<file path="config.mk">
export PLATFORM = sky130hd
export DESIGN_NAME = ml_ahb_resp_mux_master_0_flat
export DESIGN_NICKNAME = d
export VERILOG_FILES = /design/src/rtl/ml_ahb_resp_mux_master_0_pkg.sv /design/src/rtl/ml_ahb_resp_mux_master_0_if.sv /design/src/rtl/ml_ahb_default_slave.sv /design/src/rtl/ml_ahb_resp_mux_master_0.sv /design/src/flat_wrapper.sv
export SDC_FILE = /design/constraint.sdc
export NUM_CORES = 1
export LEC_CHECK = 0
export CAP_MARGIN = 15
export CORE_ASPECT_RATIO = 2
export CORE_MARGIN = 3
export CORE_UTILIZATION = 27
export CTS_BUF_LIST = sky130_fd_sc_hd__clkbuf_4 sky130_fd_sc_hd__clkbuf_8
export DETAILED_ROUTE_END_ITERATION = 10
export PLACE_DENSITY = 0.86
export RECOVER_POWER = 50
export SYNTH_ARGS = -nofsm -noshare
export SYNTH_HDL_FRONTEND = slang
export SYNTH_SLANG_ARGS = --single-unit
</file>
<file path="constraint.sdc">
create_clock -name hclk -period 3.44 [get_ports hclk]
set_input_delay 0.688 -clock hclk [delete_from_list [all_inputs] [get_ports hclk]]
set_output_delay 0.688 -clock hclk [all_outputs]
set_load 0.1 [all_outputs]
</file>
<file path="src/rtl/ml_ahb_resp_mux_master_0_pkg.sv">
// ---------------------------------------------------------------------------
// ml_ahb_resp_mux_master_0_pkg
// Shared AHB encodings for the master 0 data-phase response stage:
//   - htrans_e    : AHB transfer types
//   - hresp_e     : AHB response codes
//   - def_state_e : default-slave FSM state encoding
//   - is_active() : true for transfers that demand a real response
// ---------------------------------------------------------------------------
package ml_ahb_resp_mux_master_0_pkg;

  typedef enum logic [1:0] {
    HTRANS_IDLE   = 2'b00,
    HTRANS_BUSY   = 2'b01,
    HTRANS_NONSEQ = 2'b10,
    HTRANS_SEQ    = 2'b11
  } htrans_e;

  typedef enum logic [1:0] {
    HRESP_OKAY  = 2'b00,
    HRESP_ERROR = 2'b01,
    HRESP_RETRY = 2'b10,
    HRESP_SPLIT = 2'b11
  } hresp_e;

  typedef enum logic [1:0] {
    DEF_IDLE = 2'b00,
    DEF_ERR1 = 2'b01,
    DEF_ERR2 = 2'b10
  } def_state_e;

  // IDLE and BUSY need only a zero-wait OKAY; NONSEQ and SEQ are real accesses.
  function automatic logic is_active(input logic [1:0] htrans);
    return (htrans == HTRANS_NONSEQ) || (htrans == HTRANS_SEQ);
  endfunction

endpackage

</file>
<file path="src/rtl/ml_ahb_resp_mux_master_0_if.sv">
// ---------------------------------------------------------------------------
// ml_ahb_resp_mux_master_0_if
// Bus bundle between the master 0 decoder / slaves and the response stage.
//   slave  modport : the response stage (consumes selects and slave responses,
//                    produces hrdata/hready/hresp toward master 0)
//   master modport : the surrounding fabric (decoder, master, slaves)
// ---------------------------------------------------------------------------
interface ml_ahb_resp_mux_master_0_if #(
  parameter int DATA_WIDTH = 32,
  parameter int NUM_SLAVES = 2
);

  logic [NUM_SLAVES-1:0] hsel;
  logic                  hsel_default;
  logic [1:0]            htrans;
  logic [DATA_WIDTH-1:0] hrdata_s0;
  logic [DATA_WIDTH-1:0] hrdata_s1;
  logic                  hreadyout_s0;
  logic                  hreadyout_s1;
  logic [1:0]            hresp_s0;
  logic [1:0]            hresp_s1;
  logic [DATA_WIDTH-1:0] hrdata;
  logic                  hready;
  logic [1:0]            hresp;

  modport slave (
    input  hsel, hsel_default, htrans,
    input  hrdata_s0, hrdata_s1, hreadyout_s0, hreadyout_s1, hresp_s0, hresp_s1,
    output hrdata, hready, hresp
  );

  modport master (
    output hsel, hsel_default, htrans,
    output hrdata_s0, hrdata_s1, hreadyout_s0, hreadyout_s1, hresp_s0, hresp_s1,
    input  hrdata, hready, hresp
  );

endinterface

</file>
<file path="src/rtl/ml_ahb_default_slave.sv">
// ---------------------------------------------------------------------------
// ml_ahb_default_slave
// Default slave for unmapped accesses: answers every accepted active transfer
// with the two-cycle AHB ERROR response (hready low + ERROR, then hready high
// + ERROR).
//   hclk          : AHB clock
//   hreset        : synchronous active-high reset
//   accept        : an active default-slave transfer is accepted this cycle
//   hreadyout_def : default slave ready
//   hresp_def     : default slave response
// ---------------------------------------------------------------------------
module ml_ahb_default_slave
  import ml_ahb_resp_mux_master_0_pkg::*;
(
  input  logic   hclk,
  input  logic   hreset,
  input  logic   accept,
  output logic   hreadyout_def,
  output hresp_e hresp_def
);

  def_state_e state;
  def_state_e state_next;

  // NOTE: sequential state uses non-blocking assignments so every flop samples
  // pre-edge values regardless of process ordering.
  always_ff @(posedge hclk) begin
    if (hreset) state <= DEF_IDLE;
    else        state <= state_next;
  end

  // NOTE: every output gets a default before the case so no path leaves a
  // signal unassigned, which would infer a latch.
  always_comb begin
    state_next    = state;
    hreadyout_def = 1'b1;
    hresp_def     = HRESP_OKAY;
    unique case (state)
      DEF_IDLE: begin
        if (accept) state_next = DEF_ERR1;
      end
      DEF_ERR1: begin
        hreadyout_def = 1'b0;
        hresp_def     = HRESP_ERROR;
        state_next    = DEF_ERR2;
      end
      DEF_ERR2: begin
        hresp_def  = HRESP_ERROR;
        // A new active default transfer accepted here restarts the sequence.
        state_next = accept ? DEF_ERR1 : DEF_IDLE;
      end
      default: state_next = DEF_IDLE;
    endcase
  end

endmodule

</file>
<file path="src/rtl/ml_ahb_resp_mux_master_0.sv">
// ---------------------------------------------------------------------------
// ml_ahb_resp_mux_master_0
// Data-phase response stage behind the master 0 address decoder. Registers
// the address-phase select (dsel) and routes the selected slave's response
// back to master 0; unmapped accesses go to the internal default slave.
//   hclk   : AHB clock
//   hreset : synchronous active-high reset
//   bus    : slave modport of ml_ahb_resp_mux_master_0_if (selects, htrans,
//            per-slave hrdata/hreadyout/hresp in; hrdata/hready/hresp out).
//            bus.hready also feeds master 0 and every slave on this layer.
// The mux is written for the two slave ports present on the interface.
// ---------------------------------------------------------------------------
module ml_ahb_resp_mux_master_0
  import ml_ahb_resp_mux_master_0_pkg::*;
#(
  parameter int DATA_WIDTH = 32,
  parameter int NUM_SLAVES = 2
) (
  input logic                       hclk,
  input logic                       hreset,
  ml_ahb_resp_mux_master_0_if.slave bus
);

  localparam int DEF_BIT = NUM_SLAVES;

  logic [NUM_SLAVES:0]   dsel;
  logic [NUM_SLAVES:0]   dsel_load;
  logic                  any_hsel;
  logic                  accept_def;
  logic                  hreadyout_def;
  hresp_e                hresp_def;
  logic [DATA_WIDTH-1:0] hrdata_mux;
  logic                  hready_mux;
  logic [1:0]            hresp_mux;

  assign any_hsel = |bus.hsel;

  // Lowest-index select wins an overlap; the default slave only loads when
  // no real slave is addressed.
  always_comb begin
    dsel_load = '0;
    for (int i = NUM_SLAVES - 1; i >= 0; i--) begin
      if (bus.hsel[i]) dsel_load = (NUM_SLAVES + 1)'(1) << i;
    end
    if (!any_hsel && bus.hsel_default) dsel_load[DEF_BIT] = 1'b1;
  end

  // The address phase only completes when hready is high; otherwise the
  // current data phase is still in flight and the select must hold.
  always_ff @(posedge hclk) begin
    if (hreset)         dsel <= '0;
    else if (hready_mux) dsel <= dsel_load;
  end

  assign accept_def = hready_mux && bus.hsel_default && !any_hsel &&
                      is_active(bus.htrans);

  ml_ahb_default_slave u_default_slave (
    .hclk          (hclk),
    .hreset        (hreset),
    .accept        (accept_def),
    .hreadyout_def (hreadyout_def),
    .hresp_def     (hresp_def)
  );

  // No selection (idle bus / after reset) reads as a zero-wait OKAY.
  always_comb begin
    hrdata_mux = '0;
    hready_mux = 1'b1;
    hresp_mux  = HRESP_OKAY;
    if (dsel[DEF_BIT]) begin
      hready_mux = hreadyout_def;
      hresp_mux  = hresp_def;
    end else if (dsel[0]) begin
      hrdata_mux = bus.hrdata_s0;
      hready_mux = bus.hreadyout_s0;
      hresp_mux  = bus.hresp_s0;
    end else if (dsel[1]) begin
      hrdata_mux = bus.hrdata_s1;
      hready_mux = bus.hreadyout_s1;
      hresp_mux  = bus.hresp_s1;
    end
  end

  assign bus.hrdata = hrdata_mux;
  assign bus.hready = hready_mux;
  assign bus.hresp  = hresp_mux;

endmodule

</file>
<file path="src/flat_wrapper.sv">
// flat-port wrapper written by rule: the top's interface ports become plain ports
module ml_ahb_resp_mux_master_0_flat import ml_ahb_resp_mux_master_0_pkg::*;
#(
  parameter int DATA_WIDTH = 32,
  parameter int NUM_SLAVES = 2
)
  (hclk, hreset, bus_hsel, bus_hsel_default, bus_htrans, bus_hrdata_s0, bus_hrdata_s1, bus_hreadyout_s0, bus_hreadyout_s1, bus_hresp_s0, bus_hresp_s1, bus_hrdata, bus_hready, bus_hresp);
  ml_ahb_resp_mux_master_0_if #(.DATA_WIDTH(DATA_WIDTH), .NUM_SLAVES(NUM_SLAVES)) bus_i ();
  input logic hclk;
  input logic hreset;
  input wire logic [$bits(bus_i.hsel)-1:0] bus_hsel;
  input wire logic [$bits(bus_i.hsel_default)-1:0] bus_hsel_default;
  input wire logic [$bits(bus_i.htrans)-1:0] bus_htrans;
  input wire logic [$bits(bus_i.hrdata_s0)-1:0] bus_hrdata_s0;
  input wire logic [$bits(bus_i.hrdata_s1)-1:0] bus_hrdata_s1;
  input wire logic [$bits(bus_i.hreadyout_s0)-1:0] bus_hreadyout_s0;
  input wire logic [$bits(bus_i.hreadyout_s1)-1:0] bus_hreadyout_s1;
  input wire logic [$bits(bus_i.hresp_s0)-1:0] bus_hresp_s0;
  input wire logic [$bits(bus_i.hresp_s1)-1:0] bus_hresp_s1;
  output wire logic [$bits(bus_i.hrdata)-1:0] bus_hrdata;
  output wire logic [$bits(bus_i.hready)-1:0] bus_hready;
  output wire logic [$bits(bus_i.hresp)-1:0] bus_hresp;
  assign bus_i.hsel = bus_hsel;
  assign bus_i.hsel_default = bus_hsel_default;
  assign bus_i.htrans = bus_htrans;
  assign bus_i.hrdata_s0 = bus_hrdata_s0;
  assign bus_i.hrdata_s1 = bus_hrdata_s1;
  assign bus_i.hreadyout_s0 = bus_hreadyout_s0;
  assign bus_i.hreadyout_s1 = bus_hreadyout_s1;
  assign bus_i.hresp_s0 = bus_hresp_s0;
  assign bus_i.hresp_s1 = bus_hresp_s1;
  assign bus_hrdata = bus_i.hrdata;
  assign bus_hready = bus_i.hready;
  assign bus_hresp = bus_i.hresp;
  ml_ahb_resp_mux_master_0 #(.DATA_WIDTH(DATA_WIDTH), .NUM_SLAVES(NUM_SLAVES)) u_core (.hclk(hclk), .hreset(hreset), .bus(bus_i));
endmodule
</file>
==> results of run 1 <==
==> how the worst max path moves through the flow <==
stage / cells after the start / slack, ps / endpoint
finish: 4 / 440 / bus_hready
floorplan: 6 / 560 / bus_hrdata[10]
global route: 4 / 330 / bus_hrdata[10]
CTS: 5 / 750 / bus_hresp[0]
detailed placement: 4 / 880 / bus_hready
global placement: 4 / 890 / bus_hready
==> Yosys cell counts <==
cell type | count | area (um^2)
a211oi_2 | 1 | 12.51
a21bo_1 | 1 | 10.01
a21o_1 | 1 | 7.510
a21oi_1 | 3 | 15.01
a22oi_1 | 34 | 255.2
and2_1 | 1 | 6.260
buf_2 | 4 | 20.02
buf_6 | 1 | 11.26
clkbuf_1 | 7 | 26.28
dfxtp_1 | 5 | 100.1
ha_1 | 4 | 50.05
inv_1 | 4 | 15.01
mux2i_1 | 2 | 20.02
nand2_1 | 4 | 15.01
nand2b_1 | 1 | 6.260
nor2_1 | 35 | 131.4
nor2b_1 | 2 | 12.51
nor2b_4 | 1 | 13.76
nor3_1 | 1 | 5.000
nor3b_1 | 1 | 7.510
nor3b_2 | 1 | 12.51
o2111ai_1 | 1 | 8.760
o21ai_0 | 2 | 10.01
o21bai_1 | 1 | 7.510
o31ai_4 | 1 | 21.27
==> worst max-delay path, delay by kind of cell <==
family                 cells  cell delay [ps]
AO/OA/AOI/OAI              1              830
buffers and inverters      2              710
AND/OR/NAND/NOR            1               70
==> power by group <==
part / switching (mW) / internal, mW
Combinational: 0.323 / 0.189
Sequential: 0.00570 / 0.0629
Clock: 0.0345 / 0.0879
==> cell type report <==
| cell class | count | area, um^2 |
|---|---|---|
| multi-input combinational | 98 | 611.8 |
| tap | 29 | 36.28 |
| sequential | 5 | 100.1 |
| timing repair buffer | 113 | 1279 |
| inverter | 4 | 15.01 |
| fill | 205 | 713.2 |
| clock buffer | 4 | 48.80 |
==> cells by family (layout without fill, tap and decap cells) <==
family	after synthesis	after routing	share of synthesized area
DFF	5	5	0.1250
muxes	2	2	0.02500
and+or+nand+nor	47	47	0.2625
AOI/OAI and AO/OA	45	45	0.4344
buffers and inverters	16	121	0.09063
adders and majority gates	4	4	0.06250
==> placed cells by master (no fill, tap or decap) <==
| cell | synthesis | routed |
|---|---|---|
| a211oi_2 | 1 | 1 |
| a21bo_1 | 1 | 1 |
| a21o_1 | 1 | 1 |
| a21oi_1 | 3 | 3 |
| a22oi_1 | 34 | 34 |
| and2_0 | 0 | 1 |
| buf_12 | 0 | 23 |
| buf_4 | 0 | 3 |
| clkbuf_1 | 7 | 12 |
| clkbuf_4 | 0 | 1 |
| clkbuf_8 | 0 | 3 |
| clkdlybuf4s50_1 | 0 | 74 |
| dfxtp_1 | 5 | 5 |
| dlygate4sd3_1 | 0 | 1 |
| ha_1 | 4 | 4 |
| inv_1 | 4 | 4 |
| mux2i_1 | 2 | 2 |
| nand2_1 | 4 | 4 |
| nand2b_1 | 1 | 1 |
| nor2_1 | 35 | 35 |
| nor2b_1 | 2 | 1 |
| nor2b_2 | 0 | 1 |
| nor2b_4 | 1 | 1 |
| nor3_1 | 1 | 1 |
| nor3b_1 | 1 | 2 |
| o2111ai_1 | 1 | 1 |
| o21ai_0 | 2 | 1 |
| o21ai_1 | 0 | 1 |
| o21bai_1 | 1 | 1 |
| o31ai_1 | 0 | 1 |
==> metrics by stage <==
stage,worst slack (ps),cells,power (mW),utilization
2_1_floorplan,556.7,119,0.3753,-
3_3_place_gp,890.0,249,0.6111,0.8046
3_5_place_dp,883.8,249,0.6243,0.8046
4_1_cts,746.2,253,0.7486,0.8220
5_1_grt,328.8,253,0.7290,0.7456
6_report,438.9,253,0.7031,0.7456
==> registers in the layout, indices dropped and copies added (netlist names) <==
signal                        flops
u_core.u_default_slave.state      2
u_core.dsel                       3
==> per-layer routing <==
metal	up-vias	wire length, um	GRT usage
met5	-	0	0
met4	0	163	0.07967
met3	13	305	0.03471
met2	74	2595	0.4574
met1	637	1389	0.2324
li1	641	-	-
==> out/metrics.sh, run 1 <==
GP_CONGESTION=0.7511
SLOWEST_DELAY_PS=830
SYN-MEAN-INSTANCE-AREA_UM2=6.729
ROUTEDWLPERCELL_UM=17.60
SETUP-TNS-FINAL_PS=0
PERIOD_NEEDED_PS=3001
GRT_SETUP_UNREPAIRED='false'
CLOCK_INSERTION_DELAY_WORST_SKEW_PS=230
MIN_DELAY_PATH_DEPTH=2
TIMING_HOLD_VIOLATIONS_FINAL=0
ANTENNA_LEFT=0
FINALHOLDWORSTSLACK_PS=566.3
MAPPEDNETLISTAREA_UM2=800.8
ANTENNA_CELLS_INSERTED=0
STDCELL_AREA_UM2=2091
CRITICAL_PATH_CLASS='input pin to output pin'
WP_DATA_ARRIVAL_PS=2310
GRT_UTIL_ALL_LAYERS=0.2370
CRIT_FANOUT=5
POST_CTS_RESIZE_COUNT=0
WORST_R2R_STARTPOINT='u_core.dsel[0]$_SDFFE_PP0N_'
TIMING_MAX_TRANSITION_VIOLATIONS_FINAL=0
FINALCRITPERIODSHARE=0.8724
PORT_BUFS=110
CORE-AREA_UM2=2804
ROUTED_WIRELENGTH_UM=4453
FINALNETCOUNT=306
GRT_FIRST_PASS_WIRELENGTH_UM=6768
TRITONCTS_CLOCK_TREE='built'
HOLDPATHEND='u_core.dsel[1]$_SDFFE_PP0N_'
IR_DROP_V=0.0002606
ROWS=27
MAXCLOCKFREQUENCY_MHz=333.2
ENDPOINT_KIND='output pin'
HTREE_NUM_LEVELS=1
TIMING.MAX_CAP.VIOLATIONS=0
CRIT-REG2REG-CAPTURE='u_core.u_default_slave.state[0]$_SDFFE_PP0P_'
RRSETUPSLACK_PS=1280
GRT_OVERFLOW_TOTAL=0
STATIC-LEAKAGE-POWER_nW=0.8471
POWER.DENSITY_CELL_AREA_nW_PER_UM2=336.3
AREA_GROWTH_PCT=161.1
POST_CTS.REPAIR.SETUP_BUFFERS=0
DR_TOTAL_VIAS=1365
NETLIST_INSTANCES=119
CLOCK-SKEW-FINAL_PS=3.701
PATH_CELLS='clkdlybuf4s50_1 > nor3b_1 > o31ai_1 > buf_12'
SOURCE_OF_THE_WORST_HOLD_TIMING_PATH='u_core.dsel[1]$_SDFFE_PP0N_'
CLOCK_PATH_BUFFERS=2
CRITICAL_PATH.STARTPOINT='bus_hreadyout_s1'
FP.DIEAREA_UM2=3695
VIAS_PER_CELL=5.395
WORST_MARGIN_PIN_SLEW_PS=1206
LAYOUT-DRIVE-GT1-SHARE=0.1473
FINALSETUPVIOLATIONS=0
OUTCOME='completed'
DRT_ITER0_DRC=30
CRIT_PATH_START_KIND='input pin'
CTS_HOLD_BUFFERS=0
YS_FF_LATCH=5
CRIT_SLOWEST_CELL='o31ai_1'
YS_WARN_COUNT=0
NET_COUNT_AFTER_SYNTHESIS=200
CTS.SINK_COUNT=5
STARTING_DENSITY_OF_THE_CORE=0.2856
WORSTPATHREQUIRED_PS=2750
SYNTH.YOSYS.SEQ_AREA_SHARE=0.1250
CTS_ROOT_BUFFER='clkbuf_8'
POST-DP-HPWL_UM=3670
CTS-BUFFERS-INSERTED=3
I_O_PINS=112
GRT_START_MAX_NET_PINS=38
SLEW_HEADROOM=0.1992
DEPTH_OF_THE_MOST_CRITICAL_REG_TO_REG_PATH=5
ROUTE.DETAILED.DRC=0
GRT_PASS1_VIAS=1435
DIEWIDTH_UM=44.51
CLK_PIN_SLEW_WORST_PATHS_PS=30
GRT_ANTENNA_BEFORE_REPAIR=0
YS_TYPES=25
PLACEMENT.CELL_AREA_UM2=2256
MIN-DELAY-PATH-CLASS='register to register'
DRT-PASS1-ITER-COUNT=4
DIE_H_UM=83.02
Power figures use the tool's default switching activity.
==> inputs of run 2 (changes only) <==
PLACE_DENSITY = 0.89   (was 0.86)
SKIP_LAST_GASP = 1   (was not set)
==> run 2 against run 1 <==
  * Cell area grew 0.60%
  * Routed wire length shrank 5.9%
  * Cell count is the same
  * First-iteration DRC count is the same
  * Clock power shrank 3%
  * Maximum frequency grew 1.6%
  * Register-to-register slack gained 380 ps
  * Core utilization grew 0.45 points
  * Critical path depth is the same
  * Largest power group unchanged
==> out/metrics.sh, run 2 (synthesis gave the netlist of run 1 again) <==
OUTCOME='completed'
SEQ_POWER_SHARE=0.099  # about the same
GRT_START_MAX_NET_PINS=38  # unchanged
TRITONCTS_CLOCK_TREE='built'
WP_DATA_ARRIVAL_PS=2270  # -40 ps
AREA_GROWTH_PCT=162.7
MIN_DELAY_PATH_DEPTH=2  # unchanged
GRT_OVERFLOW_TOTAL=0  # unchanged
POWER.DENSITY_CELL_AREA_nW_PER_UM2=331.0  # -1.6%
POWER.SHARE.COMBINATIONAL=0.732  # +0.004
HTREE_NUM_LEVELS=1  # unchanged
CRITICAL_PATH.STARTPOINT='u_core.dsel[1]$_SDFFE_PP0N_'
CRITPATHCAPTURE='bus_hrdata[1]'
GRT_FIRST_PASS_WIRELENGTH_UM=6403  # -5.4%
CRIT-REG2REG-CAPTURE='u_core.u_default_slave.state[1]$_SDFFE_PP0P_'
TIMING_MAX_TRANSITION_VIOLATIONS_FINAL=0  # unchanged
POWER_REPORT.INTERNAL_TOTAL_mW=0.3396  # about the same
FP.DIEAREA_UM2=3695  # unchanged
ROUTEDWLPERCELL_UM=16.57  # -5.9%
FINALNETCOUNT=306  # unchanged
FINALSETUPVIOLATIONS=0  # unchanged
RRSETUPSLACK_PS=1660  # +380 ps
LARGEST_REGISTERS='u_core.dsel x3, u_core.u_default_slave.state x2'
WORST_MARGIN_PIN_SLEW_PS=1196  # -10.18 ps
ENDPOINT_KIND='output pin'
STARTING_DENSITY_OF_THE_CORE=0.2856  # unchanged
ROUTED_WIRELENGTH_UM=4192  # -5.9%
CORE-AREA_UM2=2804  # unchanged
CTS-BUFFERS-INSERTED=3  # unchanged
GRT_ANTENNA_BEFORE_REPAIR=0  # unchanged
WORST_R2R_STARTPOINT='u_core.dsel[0]$_SDFFE_PP0N_'
ROWS=27  # unchanged
IR_DROP_V=0.0002709  # +3.9%
SLEW_HEADROOM=0.2060  # +0.006758
MAX_FLOP_REGISTER='u_core.dsel'
DIEWIDTH_UM=44.51  # unchanged
CTS.SINK_COUNT=5  # unchanged
FINALCRITPERIODSHARE=0.8587  # -0.01371
CRIT_FANOUT=14  # +9
ANTENNA_LEFT=0  # unchanged
TIMING_HOLD_VIOLATIONS_FINAL=0  # unchanged
DRT-PASS1-ITER-COUNT=4  # unchanged
I_O_PINS=112  # unchanged
CTS_ROOT_BUFFER='clkbuf_8'
CLOCKPOWERSHARE=0.169  # -0.005
WORSTPATHREQUIRED_PS=2750  # about the same
POST-DP-HPWL_UM=3417  # -6.9%
LAYOUT_COMMONEST_CELL='clkdlybuf4s50_1'
PLACED_CELLS_INCL_TAPS=249  # unchanged
CTS_HOLD_BUFFERS=0  # unchanged
STATIC-LEAKAGE-POWER_nW=0.8508  # +0.43%
LAYOUT_COMMON_CELLS='74 x clkdlybuf4s50_1, 35 x nor2_1, 34 x a22oi_1'
DEPTH_OF_THE_MOST_CRITICAL_REG_TO_REG_PATH=5  # unchanged
SLOWEST_DELAY_PS=890  # +60 ps
CP_TOP_FAMILY='buffers and inverters'
CRIT_CELLS=4  # unchanged
POWER.SWITCHING_FRACTION=0.5121  # -0.004408
PERIOD_NEEDED_PS=2954  # -47.16 ps
POST_CTS.REPAIR.SETUP_BUFFERS=0  # unchanged
ANTENNA_CELLS_INSERTED=0  # unchanged
GP_CONGESTION=0.7777  # +3.5%
CRITICAL_PATH_CLASS='register to output pin'
VIAS_PER_CELL=5.304  # -1.7%
MIN-DELAY-PATH-CLASS='register to register'
GRT_SETUP_UNREPAIRED='false'
CRIT_PATH_START_KIND='register'
POWER_mW=0.6961  # -1.0%
ROUTE.DETAILED.DRC=0  # unchanged
GRT_PASS1_VIAS=1414  # -1.5%
CLOCK-SKEW-FINAL_PS=0.1254  # -3.576 ps
SETUP-TNS-FINAL_PS=0  # unchanged
MAXCLOCKFREQUENCY_MHz=338.5  # +1.6%
COUNT_OF_BUFFER_AND_INVERTER_CELLS_ON_THE_CRITICAL_PATH=1  # -1
CLOCK_PATH_BUFFERS=2  # unchanged
TOTAL_SWITCHING_POWER_mW=0.3565  # -1.8%
CLK_PIN_SLEW_WORST_PATHS_PS=40  # about the same
DIE_H_UM=83.02  # unchanged
LAYOUT.CELLS.NON_FILLER=253  # unchanged
LAYOUT-DRIVE-GT1-SHARE=0.1563  # +0.008929
POST-ROUTE-UTIL=0.7501  # +0.004463
FLIP_FLOP_COUNT_OF_THE_LARGEST_REGISTER_AFTER_LAYOUT=3  # unchanged
POST_CTS_RESIZE_COUNT=0  # unchanged
DRT_ITER0_DRC=30  # unchanged
CLOCK_INSERTION_DELAY_WORST_SKEW_PS=220  # about the same
DR_TOTAL_VIAS=1342  # -1.7%
PORT_BUFS=110  # unchanged
PATH_CELLS='nor2b_2 > a22oi_1 > nor2_1 > clkbuf_1'
TIMING.MAX_CAP.VIOLATIONS=0  # unchanged
GRT_UTIL_ALL_LAYERS=0.2225  # -0.01441
FINALHOLDWORSTSLACK_PS=540.1  # -26.18 ps
CRIT_SLOWEST_CELL='clkbuf_1'
-- run 2: cell types whose count changed in the layout (fill, tap and decap cells not counted) --
cell      before  now
o21ai_0        1    2
clkbuf_2       0    2
buf_4          3    2
o31ai_1        1    0
clkbuf_1      12   11
o31ai_4        0    1
o21ai_1        1    0
-- run 2: layer usage --
layer | track usage | part of all wire
met5 | 0 | 0
met2 | 0.4076 | 0.55
met3 | 0.04772 | 0.080
met1 | 0.2196 | 0.32
met4 | 0.09890 | 0.042
-- run 2: final cells by class --
class / instances / area [um^2]
inverter: 4 / 15.01
clock buffer: 4 / 48.80
sequential: 5 / 100.1
timing repair buffer: 113 / 1277
multi-input combinational: 98 / 625.6
tap: 29 / 36.28
fill: 175 / 700.7
-- run 2: per-stage QoR --
stage / instance area [um^2] / setup WS [ps]
after floorplan: 800.8 / 556.7
after global placement: 2256 / 878.4
after detailed placement: 2256 / 857.4
after CTS: 2305 / 741.1
after global routing: 2103 / 368.4
final: 2103 / 486.1
-- run 2: worst reg2reg max path: stages, from the launching register on --
cell and delay (ps):
dfxtp_1 310, buf_4 260, nor3b_1 560, o21bai_1 160, a21bo_1 220, a211oi_2 200
-- run 2: how the worst min path moves through the flow --
stage / slack, ps / to / startpoint
after floorplan: 470 / u_core.dsel[1]$_SDFFE_PP0N_ / u_core.dsel[1]$_SDFFE_PP0N_
after global placement: 490 / u_core.dsel[1]$_SDFFE_PP0N_ / u_core.dsel[1]$_SDFFE_PP0N_
after detailed placement: 520 / u_core.dsel[1]$_SDFFE_PP0N_ / u_core.dsel[1]$_SDFFE_PP0N_
after CTS: 530 / u_core.dsel[1]$_SDFFE_PP0N_ / u_core.dsel[1]$_SDFFE_PP0N_
after global routing: 570 / u_core.dsel[1]$_SDFFE_PP0N_ / u_core.dsel[1]$_SDFFE_PP0N_
final: 540 / u_core.dsel[1]$_SDFFE_PP0N_ / u_core.dsel[1]$_SDFFE_PP0N_
-- run 2: power groups by stage --
stage / Combinational, mW / Clock [mW] / Sequential (mW)
after floorplan: 0.308 / 0 / 0.0668
after global placement: 0.544 / 0 / 0.0691
after detailed placement: 0.553 / 0 / 0.0694
after CTS: 0.555 / 0.119 / 0.0686
after global routing: 0.529 / 0.124 / 0.0694
final: 0.510 / 0.118 / 0.0686
==> inputs of run 3 (changes only) <==
PLACE_DENSITY = 0.88   (was 0.89)
SLEW_MARGIN = 20   (was not set)
==> run 3 against run 2 <==
  * Via count shrank 1.6%
  * Hold slack lost 2.1 ps
  * Power shrank 0.23%
  * Register-to-register slack lost 370 ps
  * Global-route usage grew 0.26 points
  * Cell count is the same
  * First-iteration DRC count grew 27%
  * Core utilization is essentially flat
  * Highest routed layer unchanged
  * Worst setup slack lost 62 ps
  * Die area is the same
==> out/metrics.sh, run 3 (synthesis gave the netlist of run 1 again) <==
AREA_GROWTH_PCT=162.8  # about the same
POWER_REPORT.INTERNAL_TOTAL_mW=0.3420  # +0.69%
LAYOUT_COMMONEST_CELL='clkdlybuf4s50_1'
DEPTH_OF_THE_MOST_CRITICAL_REG_TO_REG_PATH=4  # -1
POWER.SWITCHING_FRACTION=0.5076  # -0.004515
CRIT_PATH_START_KIND='input pin'
ROUTED_WIRELENGTH_UM=4149  # -1.0%
DIEWIDTH_UM=44.51  # unchanged
CRITICAL_PATH.STARTPOINT='bus_hreadyout_s1'
GLOBALROUTEMET2UTIL=0.4181  # +0.01048
MAXCLOCKFREQUENCY_MHz=331.5  # -2.1%
GLOBALROUTE.BUSIESTLAYER='met2'
CLK_PIN_SLEW_WORST_PATHS_PS=30  # about the same
POST_CTS_RESIZE_COUNT=0  # unchanged
WP_DATA_ARRIVAL_PS=2330  # +60 ps
OUTCOME='completed'
FINALNETCOUNT=306  # unchanged
CTS_ROOT_BUFFER='clkbuf_8'
DRT-PASS1-ITER-COUNT=4  # unchanged
CTS_HOLD_BUFFERS=0  # unchanged
VIAS_PER_CELL=5.217  # -1.6%
CORE-AREA_UM2=2804  # unchanged
TIMING_HOLD_VIOLATIONS_FINAL=0  # unchanged
HTREE_NUM_LEVELS=1  # unchanged
STATIC-LEAKAGE-POWER_nW=0.8533  # +0.30%
LAYOUT-DRIVE-GT1-SHARE=0.1518  # -0.004464
CLOCK-SKEW-FINAL_PS=1.464  # +1.339 ps
ROWS=27  # unchanged
GRT_UTIL_MET1=0.2277  # +0.008141
GP_CONGESTION=0.7476  # -3.9%
GRT_OVERFLOW_TOTAL=0  # unchanged
DIE_H_UM=83.02  # unchanged
FINALCRITPERIODSHARE=0.8768  # +0.01811
GRT_PASS1_VIAS=1347  # -4.7%
MIN-DELAY-PATH-CLASS='register to register'
N_FILL_CELL=197  # +13%
PERIOD_NEEDED_PS=3016  # +62.28 ps
FINALHOLDWORSTSLACK_PS=538.0  # -2.088 ps
GRT_FIRST_PASS_WIRELENGTH_UM=6472  # +1.1%
POST_CTS.REPAIR.SETUP_BUFFERS=0  # unchanged
LARGEST_REGISTERS='u_core.dsel x3, u_core.u_default_slave.state x2'
CLOCK_PATH_BUFFERS=2  # unchanged
ROUTE.DETAILED.DRC=0  # unchanged
MET3_USAGE=0.05423  # +0.006508
ROUTEDWLPERCELL_UM=16.40  # -1.0%
MAX_FLOP_REGISTER='u_core.dsel'
SOURCE_OF_THE_WORST_HOLD_TIMING_PATH='u_core.dsel[1]$_SDFFE_PP0N_'
POST-ROUTE-UTIL=0.7506  # about the same
DRT_ITER0_DRC=38  # +27%
ANTENNA_LEFT=0  # unchanged
CRITICAL_PATH_CLASS='input pin to output pin'
CLOCK_INSERTION_DELAY_WORST_SKEW_PS=220  # about the same
STDCELL_AREA_UM2=2105  # about the same
POST-DP-HPWL_UM=3346  # -2.1%
PLACEMENT.CELL_AREA_UM2=2256  # unchanged
FLIP_FLOP_COUNT_OF_THE_LARGEST_REGISTER_AFTER_LAYOUT=3  # unchanged
ANTENNA_CELLS_INSERTED=0  # unchanged
LAYOUT_COMMON_CELLS='74 x clkdlybuf4s50_1, 35 x nor2_1, 34 x a22oi_1'
LAYOUT.AREA.SEQ_UM2=100.1  # unchanged
POWER.SHARE.COMBINATIONAL=0.735  # +0.003
ENDPOINT_KIND='output pin'
IR_DROP_V=0.0002732  # +0.86%
CRIT_FANOUT=5  # -9
DR_TOTAL_VIAS=1320  # -1.6%
GRT_START_MAX_NET_PINS=38  # unchanged
WORST_MARGIN_PIN_SLEW_PS=1192  # -4.525 ps
FP.DIEAREA_UM2=3695  # unchanged
WORSTPATHREQUIRED_PS=2750  # about the same
CRIT-REG2REG-CAPTURE='u_core.u_default_slave.state[0]$_SDFFE_PP0P_'
I_O_PINS=112  # unchanged
SETUP-TNS-FINAL_PS=0  # unchanged
WORST_R2R_STARTPOINT='u_core.dsel[2]$_SDFFE_PP0N_'
SLEW_HEADROOM=0.2090  # +0.003004
GRT_SETUP_UNREPAIRED='false'
CRITPATHCAPTURE='bus_hready'
CLOCKPOWERSHARE=0.167  # -0.002
MULTI_INPUT_COMB_AREA_UM2=611.8  # -2.2%
POWER.DENSITY_CELL_AREA_nW_PER_UM2=330.0  # -0.29%
CTS-BUFFERS-INSERTED=3  # unchanged
SEQ_POWER_SHARE=0.098  # about the same
GRT_ANTENNA_BEFORE_REPAIR=0  # unchanged
RRSETUPSLACK_PS=1290  # -370 ps
TRITONCTS_CLOCK_TREE='built'
TIMING_MAX_TRANSITION_VIOLATIONS_FINAL=0  # unchanged
GRT_UTIL_ALL_LAYERS=0.2251  # +0.002580
STARTING_DENSITY_OF_THE_CORE=0.2856  # unchanged
TOTAL_SWITCHING_POWER_mW=0.3525  # -1.1%
CTS.SINK_COUNT=5  # unchanged
TIMING.MAX_CAP.VIOLATIONS=0  # unchanged
FINALSETUPVIOLATIONS=0  # unchanged
PORT_BUFS=110  # unchanged
MIN_DELAY_PATH_DEPTH=2  # unchanged
-- run 3: changes by cell type in the layout (fill, tap and decap cells not counted), sizes merged --
cell / previous run / this run
clkbuf: 17 / 16
buf: 25 / 26
-- run 3: final cells by class --
cell class,count,share of cell area
repair buffers,113,0.6141
clock buffers,4,0.02319
multi-input cells,98,0.2907
well taps,29,0.01724
flip-flops and latches,5,0.04756
inverters,4,0.007134
-- run 3: power groups by stage --
stage	Clock, mW	Combinational [mW]	Sequential, mW
detailed placement	0	0.551	0.0691
global placement	0	0.545	0.0689
floorplan	0	0.308	0.0668
finish	0.116	0.510	0.0681
global route	0.123	0.532	0.0690
CTS	0.118	0.553	0.0683
-- run 3: stage by stage --
stage          total power, mW  worst slack [ps]  instances
2_1_floorplan           0.3753             556.7        119
3_3_place_gp            0.6137             880.2        249
3_5_place_dp            0.6205             870.4        249
4_1_cts                 0.7391             758.9        253
5_1_grt                 0.7240             318.7        253
6_report                0.6945             423.8        253
-- run 3: worst min path at each step --
stage	to	slack, ps
after floorplan	u_core.dsel[1]$_SDFFE_PP0N_	470
after global placement	u_core.dsel[1]$_SDFFE_PP0N_	490
after detailed placement	u_core.dsel[1]$_SDFFE_PP0N_	530
after CTS	u_core.dsel[1]$_SDFFE_PP0N_	540
after global routing	u_core.dsel[1]$_SDFFE_PP0N_	560
final	u_core.dsel[1]$_SDFFE_PP0N_	540
-- run 3: layer usage --
metal | wire length [um] | up-vias
li1 | - | 641
met1 | 1431 | 603
met2 | 2306 | 66
met3 | 320 | 10
met4 | 90 | 0
met5 | 0 | -
-- run 3: worst max-delay path, cell delays in order --
cell and delay, ps:
clkdlybuf4s50_1 450, nor3b_1 70, o31ai_1 860, buf_12 260
